--- src/rtl/sad_best_match.sv ---
// Best-match tracker downstream of the SAD engine: follows the running minimum SAD over a frame
// and presents one best-match record on a valid/ready handshake when the frame ends.
module sad_best_match #(
  parameter int ADDR_WIDTH = 7,
  parameter int SAD_WIDTH  = 32,
  parameter int CNT_WIDTH  = 8,
  parameter logic [SAD_WIDTH-1:0] THRESHOLD = 32'h00000400
) (
  input  logic                  Clk,
  input  logic                  Rst,
  input  logic                  Go,
  input  logic                  In_Valid,
  input  logic [ADDR_WIDTH-1:0] In_Addr,
  input  logic [SAD_WIDTH-1:0]  In_Sad,
  input  logic                  In_Last,
  output logic                  Best_Valid,
  input  logic                  Best_Ready,
  output logic [ADDR_WIDTH-1:0] Best_Addr,
  output logic [SAD_WIDTH-1:0]  Best_Sad,
  output logic                  Best_None,
  output logic [CNT_WIDTH-1:0]  Match_Cnt,
  output logic                  Busy,
  output logic                  Err
);

  typedef enum logic [1:0] {
    ST_IDLE    = 2'd0,
    ST_COLLECT = 2'd1,
    ST_REPORT  = 2'd2
  } state_t;

  localparam logic [SAD_WIDTH-1:0]  SAD_ONES  = {SAD_WIDTH{1'b1}};
  localparam logic [ADDR_WIDTH-1:0] ADDR_ZERO = {ADDR_WIDTH{1'b0}};
  localparam logic [CNT_WIDTH-1:0]  CNT_ZERO  = {CNT_WIDTH{1'b0}};
  localparam logic [CNT_WIDTH-1:0]  CNT_ONES  = {CNT_WIDTH{1'b1}};
  localparam logic [CNT_WIDTH-1:0]  CNT_ONE   = {{(CNT_WIDTH-1){1'b0}}, 1'b1};

  state_t                  state_r, state_s;
  logic [SAD_WIDTH-1:0]    min_r, min_s;
  logic [ADDR_WIDTH-1:0]   addr_r, addr_s;
  logic [CNT_WIDTH-1:0]    cnt_r, cnt_s;
  logic                    seen_r, seen_s;
  logic                    none_r, none_s;
  logic                    err_r, err_s;
  logic                    valid_r, busy_r;

  // Next-state and frame accumulator update
  always_comb begin
    state_s = state_r;
    min_s   = min_r;
    addr_s  = addr_r;
    cnt_s   = cnt_r;
    seen_s  = seen_r;
    none_s  = none_r;
    err_s   = err_r;
    case (state_r)
      ST_IDLE: begin
        if (Go) begin
          state_s = ST_COLLECT;
          min_s   = SAD_ONES;
          addr_s  = ADDR_ZERO;
          cnt_s   = CNT_ZERO;
          seen_s  = 1'b0;
          none_s  = 1'b0;
          err_s   = 1'b0;
        end else if (In_Valid) begin
          err_s = 1'b1;
        end else begin
          err_s = err_r;
        end
      end
      ST_COLLECT: begin
        // A restart drops any sample arriving with it; Last takes priority over Go
        if (Go && !In_Last) begin
          min_s  = SAD_ONES;
          addr_s = ADDR_ZERO;
          cnt_s  = CNT_ZERO;
          seen_s = 1'b0;
        end else begin
          if (In_Valid) begin
            if (In_Sad < min_r) begin
              min_s  = In_Sad;
              addr_s = In_Addr;
            end else begin
              min_s  = min_r;
              addr_s = addr_r;
            end
            if ((In_Sad <= THRESHOLD) && (cnt_r != CNT_ONES)) begin
              cnt_s = cnt_r + CNT_ONE;
            end else begin
              cnt_s = cnt_r;
            end
            seen_s = 1'b1;
          end else begin
            seen_s = seen_r;
          end
          if (In_Last) begin
            state_s = ST_REPORT;
            none_s  = !(seen_r || In_Valid);
          end else begin
            state_s = ST_COLLECT;
          end
        end
      end
      ST_REPORT: begin
        if (In_Valid) begin
          err_s = 1'b1;
        end else begin
          err_s = err_r;
        end
        if (Best_Ready) begin
          state_s = ST_IDLE;
        end else begin
          state_s = ST_REPORT;
        end
      end
      default: begin
        state_s = ST_IDLE;
      end
    endcase
  end

  // State, record and status registers
  always_ff @(posedge Clk or negedge Rst) begin
    if (!Rst) begin
      state_r <= ST_IDLE;
      min_r   <= SAD_ONES;
      addr_r  <= ADDR_ZERO;
      cnt_r   <= CNT_ZERO;
      seen_r  <= 1'b0;
      none_r  <= 1'b0;
      err_r   <= 1'b0;
      valid_r <= 1'b0;
      busy_r  <= 1'b0;
    end else begin
      state_r <= state_s;
      min_r   <= min_s;
      addr_r  <= addr_s;
      cnt_r   <= cnt_s;
      seen_r  <= seen_s;
      none_r  <= none_s;
      err_r   <= err_s;
      valid_r <= (state_s == ST_REPORT);
      busy_r  <= (state_s == ST_COLLECT);
    end
  end

  assign Best_Valid = valid_r;
  assign Best_Addr  = addr_r;
  assign Best_Sad   = min_r;
  assign Best_None  = none_r;
  assign Match_Cnt  = cnt_r;
  assign Busy       = busy_r;
  assign Err        = err_r;

endmodule
--- config.mk ---
export PLATFORM = sky130hd
export DESIGN_NAME = sad_best_match
export DESIGN_NICKNAME = d
export VERILOG_FILES = /design/src/rtl/sad_best_match.sv
export SDC_FILE = /design/constraint.sdc
export NUM_CORES = 1
export LEC_CHECK = 0
export ABC_CLOCK_PERIOD_IN_PS = 6900
export BUFFER_PORTS_ARGS = -buffer_cell sky130_fd_sc_hd__buf_2
export CAP_MARGIN = 5
export CORE_MARGIN = 3
export CORE_UTILIZATION = 56
export CTS_BUF_LIST = sky130_fd_sc_hd__clkbuf_4 sky130_fd_sc_hd__clkbuf_8 sky130_fd_sc_hd__clkbuf_16
export DETAILED_ROUTE_END_ITERATION = 8
export GPL_ROUTABILITY_DRIVEN = 0
export PLACE_DENSITY = 0.95
export SYNTH_ARGS = -nofsm -noshare
export SYNTH_HDL_FRONTEND = slang
export SYNTH_SLANG_ARGS = --single-unit
export TNS_END_PERCENT = 5
--- constraint.sdc ---
create_clock -name Clk -period 6.9 [get_ports Clk]
set_clock_uncertainty 0.05 [all_clocks]
set_input_delay 0 -clock Clk [delete_from_list [all_inputs] [get_ports Clk]]
set_output_delay 0 -clock Clk [all_outputs]
set_load 0.01 [all_outputs]
==> metrics.cfg, run 1 <==
[placement]
post-place-cells = 463
io_buffers = 95
pre_cts_slack_ps = 3690
post_dp_cell_area_sq_mm = 0.00365
place_hpwl_mm = 5.74

[yosys]
async_reset_ff_share_pct = 100
synth-seq-cells = 54
synthCells = 309
synthDistinctLibCells = 45
synth_ff_type = dfstp_2
synth_nets = 386
syn_area_per_cell_sq_um = 10.2
yosys.area.top_type = dfstp_2
synth_xor_area_share_pct = 0
synth-simple-area-share_pct = 12.3
synth_edf_count = 0
yosysTopAreaCellShare_pct = 26.8
synth.area.top_cells = dfstp_2 27%, dfrtp_1 18%, ha_1 13%, o32a_1 10%, inv_1 5.0%
ys_warn_count = 0
syn_area_sq_mm = 0.00314
synth.area.mux_share_pct = 0.319
yosysSeqAreaShare_pct = 44.3
synth_fa_ha_area_share_pct = 12.8
synth_top_family_by_area = compound AO/OA/AOI/OAI gates
synth_compound_area_share_pct = 22.5

[route]
vias = 3139
detail_route.first_pass.iterations = 5
wirelength_mm = 9.26
wire_per_inst_microns = 17.9
drtIter0Drc = 223
remaining_drc_errors = 0
via_per_inst = 6.08
final_antenna_net_count = 0

[cells_and_area]
layout_commonest_cell = buf_2
most-common-layout-cells = 95 x buf_2, 45 x dlygate4sd3_1, 42 x inv_1
multi_input_area_sq_mm = 0.00151
post-route-util_pct = 79.7
seq_area_sq_mm = 0.00139
stdcell_count = 516
antenna_cells = 0
fillers = 336
stdcell_area_sq_mm = 0.00420
fin_nets = 522
area_growth_pct = 33.7
drive_gt1_share_pct = 32.7

[sta]
hold_viol_final = 0
whs_ps = 15.6
rsz0062_at_grt = no
timing.final.crit_share_pct = 47.8
worst_pin_slew_ps = 1130
drv_slew = 0
setup_slack_ps = 3600
period_minus_slack_ps = 3300
setup_violations = 0
finalSetupTns_ps = 0
max_freq_mhz = 303
relSlewSlack_pct = 23.9

[power_and_ir_drop]
power_mw = 1.06
p_clk_share_pct = 18.1
switching_power_mw = 0.397
swShare_pct = 37.2
vdd_drop_max_mv = 0.182
combPwrFrac_pct = 39.1
cellLeakagePower_nw = 2.19
cellPowerDensity_mw_per_mm2 = 254
power_frac_seq_pct = 42.8
p_int_mw = 0.668

[hold_path]
min_path_type = input port to register

[critical_path]
worst_setup_path_end_kind = register
crit_path_max_fanout = 24
critPathLaunchType = register
criticalPathCategory = register to register
crit_required_ps = 7100
worstPathArrival_ps = 3500

[floorplan]
dieArea_sq_mm = 0.00654
num_rows = 26
io_pins = 96
die_h_microns = 80.9
die_w_microns = 80.9
core_area_sq_mm = 0.00527
start_util_pct = 59.6

[clocking]
cts_tree = done
clkLatencyLatePin_ps = 320
clock_path_buffers = 2
clock_sinks = 54
cts_inserted_buffers = 5
root_buffer = clkbuf_8
htreeDepth = 2
clk_pin_slew_ps = 100
post_cts_resized = 0

[grt]
gr-total-overflow = 0
grt_pass1_wl_mm = 14.9
grt_use_total_pct = 29.3
grt_max_degree = 55
antenna_found_initial = 0
grt_pass1_vias = 3129

[job]
maxCapViolCount = 0

[outcome]
outcome = complete, no violations

==> flip-flops by register name, indices dropped and copies added, names as in the netlist <==
signal	flops
Err	1
Best_None	1
state_r	2
seen_r	1
Best_Valid	1
Busy	1
Best_Sad	32
Best_Addr	7
Match_Cnt	8
==> logic make-up after synthesis <==
group,after synthesis
mux,1
flops,54
compound gates,94
simple gates,70
fa+ha+maj,32
buf+inv,58
==> power by group through the flow <==
stage	Sequential (mW)	Clock, mW	Combinational (mW)
global route	0.463	0.206	0.459
detailed placement	0.455	0	0.378
finish	0.456	0.193	0.416
floorplan	0.473	0	0.230
global placement	0.452	0	0.362
CTS	0.450	0.191	0.405
==> critical path: stages (launching register included) <==
cell and delay (ps):
dfstp_2 550, inv_1 50, ha_1 290, a21o_1 180, a21o_1 170, a221o_1 290
a22oi_1 260, nor4b_4 770, buf_4 420, o32a_1 210
==> cell type report <==
cell class,count,area share (%)
clock buffers,7,2.15
clock inverters,1,0.119
inverters,43,3.85
multi-input cells,197,35.9
flip-flops and latches,54,33.1
well taps,70,2.09
repair buffers,144,22.8
==> cell usage after synthesis, types with 6 or more instances <==
cell      number
clkbuf_1       6
o21ai_0       16
nand3_1        8
dfstp_2       32
o22ai_1        7
a21oi_1       17
nand4_1        6
nor4_1         7
nand2_1       21
nor2_1        12
dfrtp_1       22
ha_1          32
buf_2          6
o32a_1        32
inv_1         42
==> path summary, 6_finish.rpt <==
kind                            slack, ps                 endpoint  depth (start not counted)                startpoint
max in group asynchronous            6080     Best_Valid$_DFF_PN0_                          3                       Rst
worst max-delay path                 3600  Best_Sad[0]$_DFFE_PN1P_                          9  Best_Sad[13]$_DFFE_PN1P_
min in group asynchronous             280          Err$_DFFE_PN0P_                          3                       Rst
worst min register to register        450       seen_r$_DFFE_PN0P_                          2        seen_r$_DFFE_PN0P_
worst min-delay path                   20    Best_None$_DFFE_PN0P_                          4                  In_Valid
worst max register to register       3600  Best_Sad[0]$_DFFE_PN1P_                          9  Best_Sad[13]$_DFFE_PN1P_
==> timing repair <==
action	CTS	global route
setup buffers	0	0
hold buffers	45	0
endpoints found under the hold margin	66	0
==> routing by layer <==
layer	GRT usage [%]	wire [microns]	part of all wire (%)	vias up
met3	4.77	617	6.7	32
met1	35.7	3710	40	1523
met5	0	0	0	-
met2	50.7	4590	50	150
met4	13.7	344	3.7	0
li1	-	-	-	1434
No activity file was read; power rests on OpenSTA's default activity.
==> run 2: changes to the inputs <==
Settings changed: ABC_CLOCK_PERIOD_IN_PS 6900 to 2900, CORE_UTILIZATION 56 to 47, PLACE_DENSITY 0.95 to 0.86.
Clock period 6.9 ns to 2.9 ns, I/O delays scaled along.
==> run 2 against run 1 <==
Net effect:
- sequential share of layout area down 0.31 points
- clock-buffer cell count down 2
- critical endpoint is now Best_Sad[27]$_DFFE_PN1P_
- die area up 18%
- sequential cell count unchanged
- core utilization down 14 points
- maximum frequency up 21%
- register-to-register slack worse by 3400 ps
- total power up 140%
- worst hold slack worse by 11 ps
- first-iteration DRC count down 16%
- setup slack worse by 3400 ps
==> metrics.cfg, run 2 (synthesis results as in run 1) <==
[cells_and_area]
drive_gt1_share_pct = 33.6  ; +0.89 points
fin_nets = 525  ; +0.57%
area_growth_pct = 35.0
layout_commonest_cell = buf_2
post-route-util_pct = 66.0  ; -14 points
fillers = 520  ; +55%
stdcell_area_sq_mm = 0.00424  ; +0.95%
most-common-layout-cells = 95 x buf_2, 43 x dlygate4sd3_1, 42 x inv_1
antenna_cells = 0  ; unchanged
largest_register_ffs = 32  ; unchanged
stdcell_count = 526  ; +1.9%

[clocking]
clock_path_buffers = 2  ; unchanged
cts_tree = done
root_buffer = clkbuf_8
postCtsSetupRepairBufs = 0  ; unchanged
htreeDepth = 2  ; unchanged
post_cts_resized = 0  ; unchanged
clock_sinks = 54  ; unchanged
clk_pin_slew_ps = 100  ; about the same
clkLatencyLatePin_ps = 310  ; about the same
cts_inserted_buffers = 5  ; unchanged

[sta]
setup_violations = 0  ; unchanged
drv_slew = 0  ; unchanged
max_freq_mhz = 366  ; +21%
worst_pin_slew_ps = 730  ; -402 ps
hold_viol_final = 0  ; unchanged
whs_ps = 4.52  ; -11.1 ps
finalSetupTns_ps = 0  ; unchanged
period_minus_slack_ps = 2730  ; -566 ps
timing.final.crit_share_pct = 94.2  ; +46 points
rsz0062_at_grt = no
relSlewSlack_pct = 51.4  ; +27 points
setup_slack_ps = 167  ; -3430 ps

[route]
remaining_drc_errors = 0  ; unchanged
drtIter0Drc = 187  ; -16%
detail_route.first_pass.iterations = 5  ; unchanged
final_antenna_net_count = 0  ; unchanged
vias = 3004  ; -4.3%
wirelength_mm = 8.60  ; -7.1%
wire_per_inst_microns = 16.4  ; -8.8%
via_per_inst = 5.71  ; -6.1%

[critical_path]
worst_setup_path_end_kind = register
worstPathArrival_ps = 2940  ; -560 ps
cp_cell_sequence = inv_1 > ha_1 > nand4_1 > o41ai_1 > nand4bb_1 > buf_4 > o32a_1
path_buf_inv = 2  ; unchanged
r2r_start = Best_Sad[27]$_DFFE_PN1P_
crit_path_max_fanout = 34  ; +42%
crit_required_ps = 3100  ; -4000 ps
critical_path.max_stage_delay_ps = 670  ; -100 ps
criticalPathCategory = register to register
critical_path.top_delay_family = compound AO/OA/AOI/OAI gates
slowest_stage = o41ai_1
critPathLaunch = Best_Sad[27]$_DFFE_PN1P_
critPathLaunchType = register

[floorplan]
core_area_sq_mm = 0.00642  ; +22%
num_rows = 29  ; +12%
dieArea_sq_mm = 0.00770  ; +18%
io_pins = 96  ; unchanged
die_h_microns = 87.7  ; +8.5%
die_w_microns = 87.7  ; +8.5%
start_util_pct = 48.9  ; -11 points

[grt]
gr-total-overflow = 0  ; unchanged
grt_use_total_pct = 23.3  ; -6.0 points
grt_pass1_wl_mm = 14.3  ; -3.9%
grt_pass1_vias = 3006  ; -3.9%
grt_max_degree = 35  ; -36%
antenna_found_initial = 0  ; unchanged

[placement]
io_buffers = 95  ; unchanged
place_hpwl_mm = 6.01  ; +4.6%
post-place-cells = 475  ; +2.6%
post_dp_cell_area_sq_mm = 0.00370  ; +1.3%
pre_cts_slack_ps = 215  ; -3470 ps

[job]
maxCapViolCount = 0  ; unchanged

[hold_path]
worstHoldStart = In_Valid
min_path_type = input port to register

[outcome]
outcome = complete, no violations

[power_and_ir_drop]
power_mw = 2.58  ; +140%
cellPowerDensity_mw_per_mm2 = 609  ; +140%
cellLeakagePower_nw = 2.21  ; +0.97%
vdd_drop_max_mv = 0.394  ; +120%

==> run 2: cell count changes in the layout (fill, tap and decap cells not counted), sizes merged <==
cell	before	now
buf	99	104
bufinv	0	1
clkbuf	7	5
clkinv	1	2
dlygate4sd3	45	43
==> run 2: routing by layer <==
layer	vias up	GRT usage (%)	wire [microns]
met1	1447	29.8	3490
met2	116	40.6	4390
met4	0	5.44	85
li1	1433	-	-
met5	-	0	0
met3	8	4.80	637
==> run 2: tightest hold or removal path: cells and delay by family <==
| kind | cells | cell delay (ps) |
|---|---|---|
| buf+inv | 1 | 110 |
| compound gates | 2 | 170 |
| simple gates | 1 | 50 |
==> run 2: worst paths after layout <==
path,endpoint,slack (ps),depth (start not counted)
worst max-delay path,Best_Sad[27]$_DFFE_PN1P_,170,7
worst min-delay path,Best_None$_DFFE_PN0P_,5,4
worst max register to register,Best_Sad[27]$_DFFE_PN1P_,170,7
worst min register to register,Match_Cnt[7]$_DFFE_PN0P_,460,1
max in group asynchronous,Best_Sad[3]$_DFFE_PN1P_,1760,3
min in group asynchronous,seen_r$_DFFE_PN0P_,220,2
==> run 2: area by class of cell <==
cell class	count	area, sq um	area share [%]
Clock inverter	3	40.0	0.945
Timing Repair Buffer	147	973	23.0
Sequential cell	54	1390	32.8
Clock buffer	5	68.8	1.62
Tap cell	77	96.3	2.27
Inverter	43	161	3.81
Multi-Input combinational cell	197	1510	35.5
==> run 2: repair_timing <==
item | 4_1_cts | 5_1_grt
setup endpoints to repair | 0 | 0
endpoints found under the hold margin | 56 | 0
hold buffers | 43 | 0
==> run 2: report_power, final <==
group	internal [mW]	switching [mW]
registers	0.961	0.113
clock network	0.255	0.260
logic	0.435	0.558
==> run 3: changes to the inputs <==
Settings changed: CORE_UTILIZATION 47 to 45, PLACE_DENSITY 0.86 to 0.83.
==> run 3 against run 2 <==
Net effect:
- cell count up 2.9%
- critical path type unchanged
- die area up 4.1%
- largest power group unchanged
- design area about the same
==> metrics.cfg, run 3 (synthesis results as in run 1) <==
[power_and_ir_drop]
cellPowerDensity_mw_per_mm2 = 594  ; -2.5%
cellLeakagePower_nw = 2.20  ; -0.56%
power_mw = 2.52  ; -2.5%
vdd_drop_max_mv = 0.345  ; -12%

[grt]
antenna_found_initial = 0  ; unchanged
grt_max_degree = 39  ; +11%
grt_pass1_vias = 3033  ; +0.90%
gr-total-overflow = 0  ; unchanged
grt_pass1_wl_mm = 13.9  ; -3.1%
grt_use_total_pct = 22.2  ; -1.1 points

[clocking]
cts_inserted_buffers = 5  ; unchanged
clk_pin_slew_ps = 100  ; about the same
root_buffer = clkbuf_8
postCtsSetupRepairBufs = 0  ; unchanged
clkLatencyLatePin_ps = 310  ; about the same
cts_hold_buf = 44  ; +2.3%
cts_tree = done
clock_sinks = 54  ; unchanged
post_cts_resized = 0  ; unchanged
clock_path_buffers = 2  ; unchanged
htreeDepth = 2  ; unchanged

[sta]
worst_pin_slew_ps = 866  ; +137 ps
rsz0062_at_grt = no
hold_viol_final = 0  ; unchanged
finalSetupTns_ps = 0  ; unchanged
relSlewSlack_pct = 42.2  ; -9.1 points
period_minus_slack_ps = 2690  ; -41.1 ps
max_freq_mhz = 372  ; +1.5%
timing.final.crit_share_pct = 92.8  ; -1.4 points
whs_ps = 44.0  ; +39.5 ps
setup_violations = 0  ; unchanged
drv_slew = 0  ; unchanged

[cells_and_area]
post-route-util_pct = 64.5  ; -1.4 points
antenna_cells = 0  ; unchanged
area_growth_pct = 35.0  ; about the same
largest_register_ffs = 32  ; unchanged
most-common-layout-cells = 95 x buf_2, 44 x dlygate4sd3_1, 42 x inv_1
fin_nets = 524  ; -0.19%
drive_gt1_share_pct = 33.3  ; -0.37 points
layout_commonest_cell = buf_2
stdcell_area_sq_mm = 0.00424  ; about the same

[critical_path]
critical_path.max_stage_delay_ps = 570  ; -100 ps
reg2reg_slack_ps = 210  ; +40 ps
r2r_start = Best_Sad[13]$_DFFE_PN1P_
crit_path_max_fanout = 25  ; -26%
r2r_cells = 9  ; +2
criticalPathCategory = register to register
crit_required_ps = 3100  ; about the same
critical_path.top_delay_family = compound AO/OA/AOI/OAI gates
worst_setup_path_end_kind = register
critPathLaunchType = register
slowest_stage = dfstp_2
cp_cell_sequence = inv_1 > ha_1 > a21o_1 > a21o_1 > a221o_1 > a22oi_1 > nor4b_4 > buf_4 > o32a_1
worstPathArrival_ps = 2900  ; -40 ps
cp_common_cell = a21o_1
path_buf_inv = 2  ; unchanged
r2r-end = Best_Sad[28]$_DFFE_PN1P_

[hold_path]
worstHoldStart = In_Last
min_to = state_r[1]$_DFF_PN0_
hold_path_depth = 3  ; -1
min_path_type = input port to register

[route]
drtIter0Drc = 208  ; +11%
detail_route.first_pass.iterations = 4  ; -1
wire_per_inst_microns = 16.2  ; -0.74%
final_antenna_net_count = 0  ; unchanged
via_per_inst = 5.68  ; -0.47%
remaining_drc_errors = 0  ; unchanged
wirelength_mm = 8.78  ; +2.1%
vias = 3075  ; +2.4%

[floorplan]
die_w_microns = 89.5  ; +2.1%
die_h_microns = 89.5  ; +2.1%
num_rows = 29  ; unchanged
core_area_sq_mm = 0.00657  ; +2.3%
io_pins = 96  ; unchanged
start_util_pct = 47.8  ; -1.1 points
dieArea_sq_mm = 0.00801  ; +4.1%

[placement]
place_hpwl_mm = 6.20  ; +3.2%
io_buffers = 95  ; unchanged
post_dp_cell_area_sq_mm = 0.00370  ; +0.14%

[job]
maxCapViolCount = 0  ; unchanged

[outcome]
outcome = complete, no violations

-- run 3: cell count changes in the layout (fill, tap and decap cells not counted), sizes merged --
cell / change
bufinv: -1
clkbuf: +2
dlygate4sd3: +1
buf: -2
clkinv: -1
-- run 3: worst max path at each step --
stage	startpoint	to	depth (start not counted)	slack, ps
finish	Best_Sad[13]$_DFFE_PN1P_	Best_Sad[28]$_DFFE_PN1P_	9	210
global route	Best_Sad[9]$_DFFE_PN1P_	Best_Sad[18]$_DFFE_PN1P_	9	80
global placement	Best_Sad[13]$_DFFE_PN1P_	Best_Sad[27]$_DFFE_PN1P_	9	250
detailed placement	Best_Sad[13]$_DFFE_PN1P_	Best_Sad[21]$_DFFE_PN1P_	9	230
CTS	Best_Sad[13]$_DFFE_PN1P_	Best_Sad[21]$_DFFE_PN1P_	9	200
floorplan	Best_Sad[13]$_DFFE_PN1P_	Best_Sad[18]$_DFFE_PN1P_	10	440
-- run 3: area by class of cell --
type | instances | area, sq um
fillers | 523 | 2330
multi-input cells | 197 | 1510
flip-flops and latches | 54 | 1390
repair buffers | 146 | 968
inverters | 43 | 161
well taps | 93 | 116
clock buffers | 7 | 90.1
clock inverters | 1 | 5.00
-- run 3: metal layers --
| metal | wire (microns) | GRT usage [%] | up-vias |
|---|---|---|---|
| met3 | 638 | 4.52 | 23 |
| li1 | - | - | 1426 |
| met5 | 0 | 0 | - |
| met1 | 3540 | 27.2 | 1484 |
| met2 | 4360 | 38.5 | 142 |
| met4 | 244 | 8.12 | 0 |
-- run 3: worst min-delay path, delay by kind of cell --
kind                   cells  cell delay [ps]
buffers and inverters      2              260
AOI/OAI and AO/OA          1              100
-- run 3: power by group --
part	leakage, nW	internal, mW	total (mW)	switching, mW
sequential	0.633	0.961	1.08	0.114
combinational	1.51	0.428	0.987	0.560
clock	0.0517	0.203	0.453	0.250
total	2.20	1.59	2.52	0.924
-- run 3: per-stage QoR --
step,setup WS [ps],cells
floorplan,440,309
global placement,248,489
detailed placement,235,489
CTS,204,541
global route,82.7,541
finish,208,541
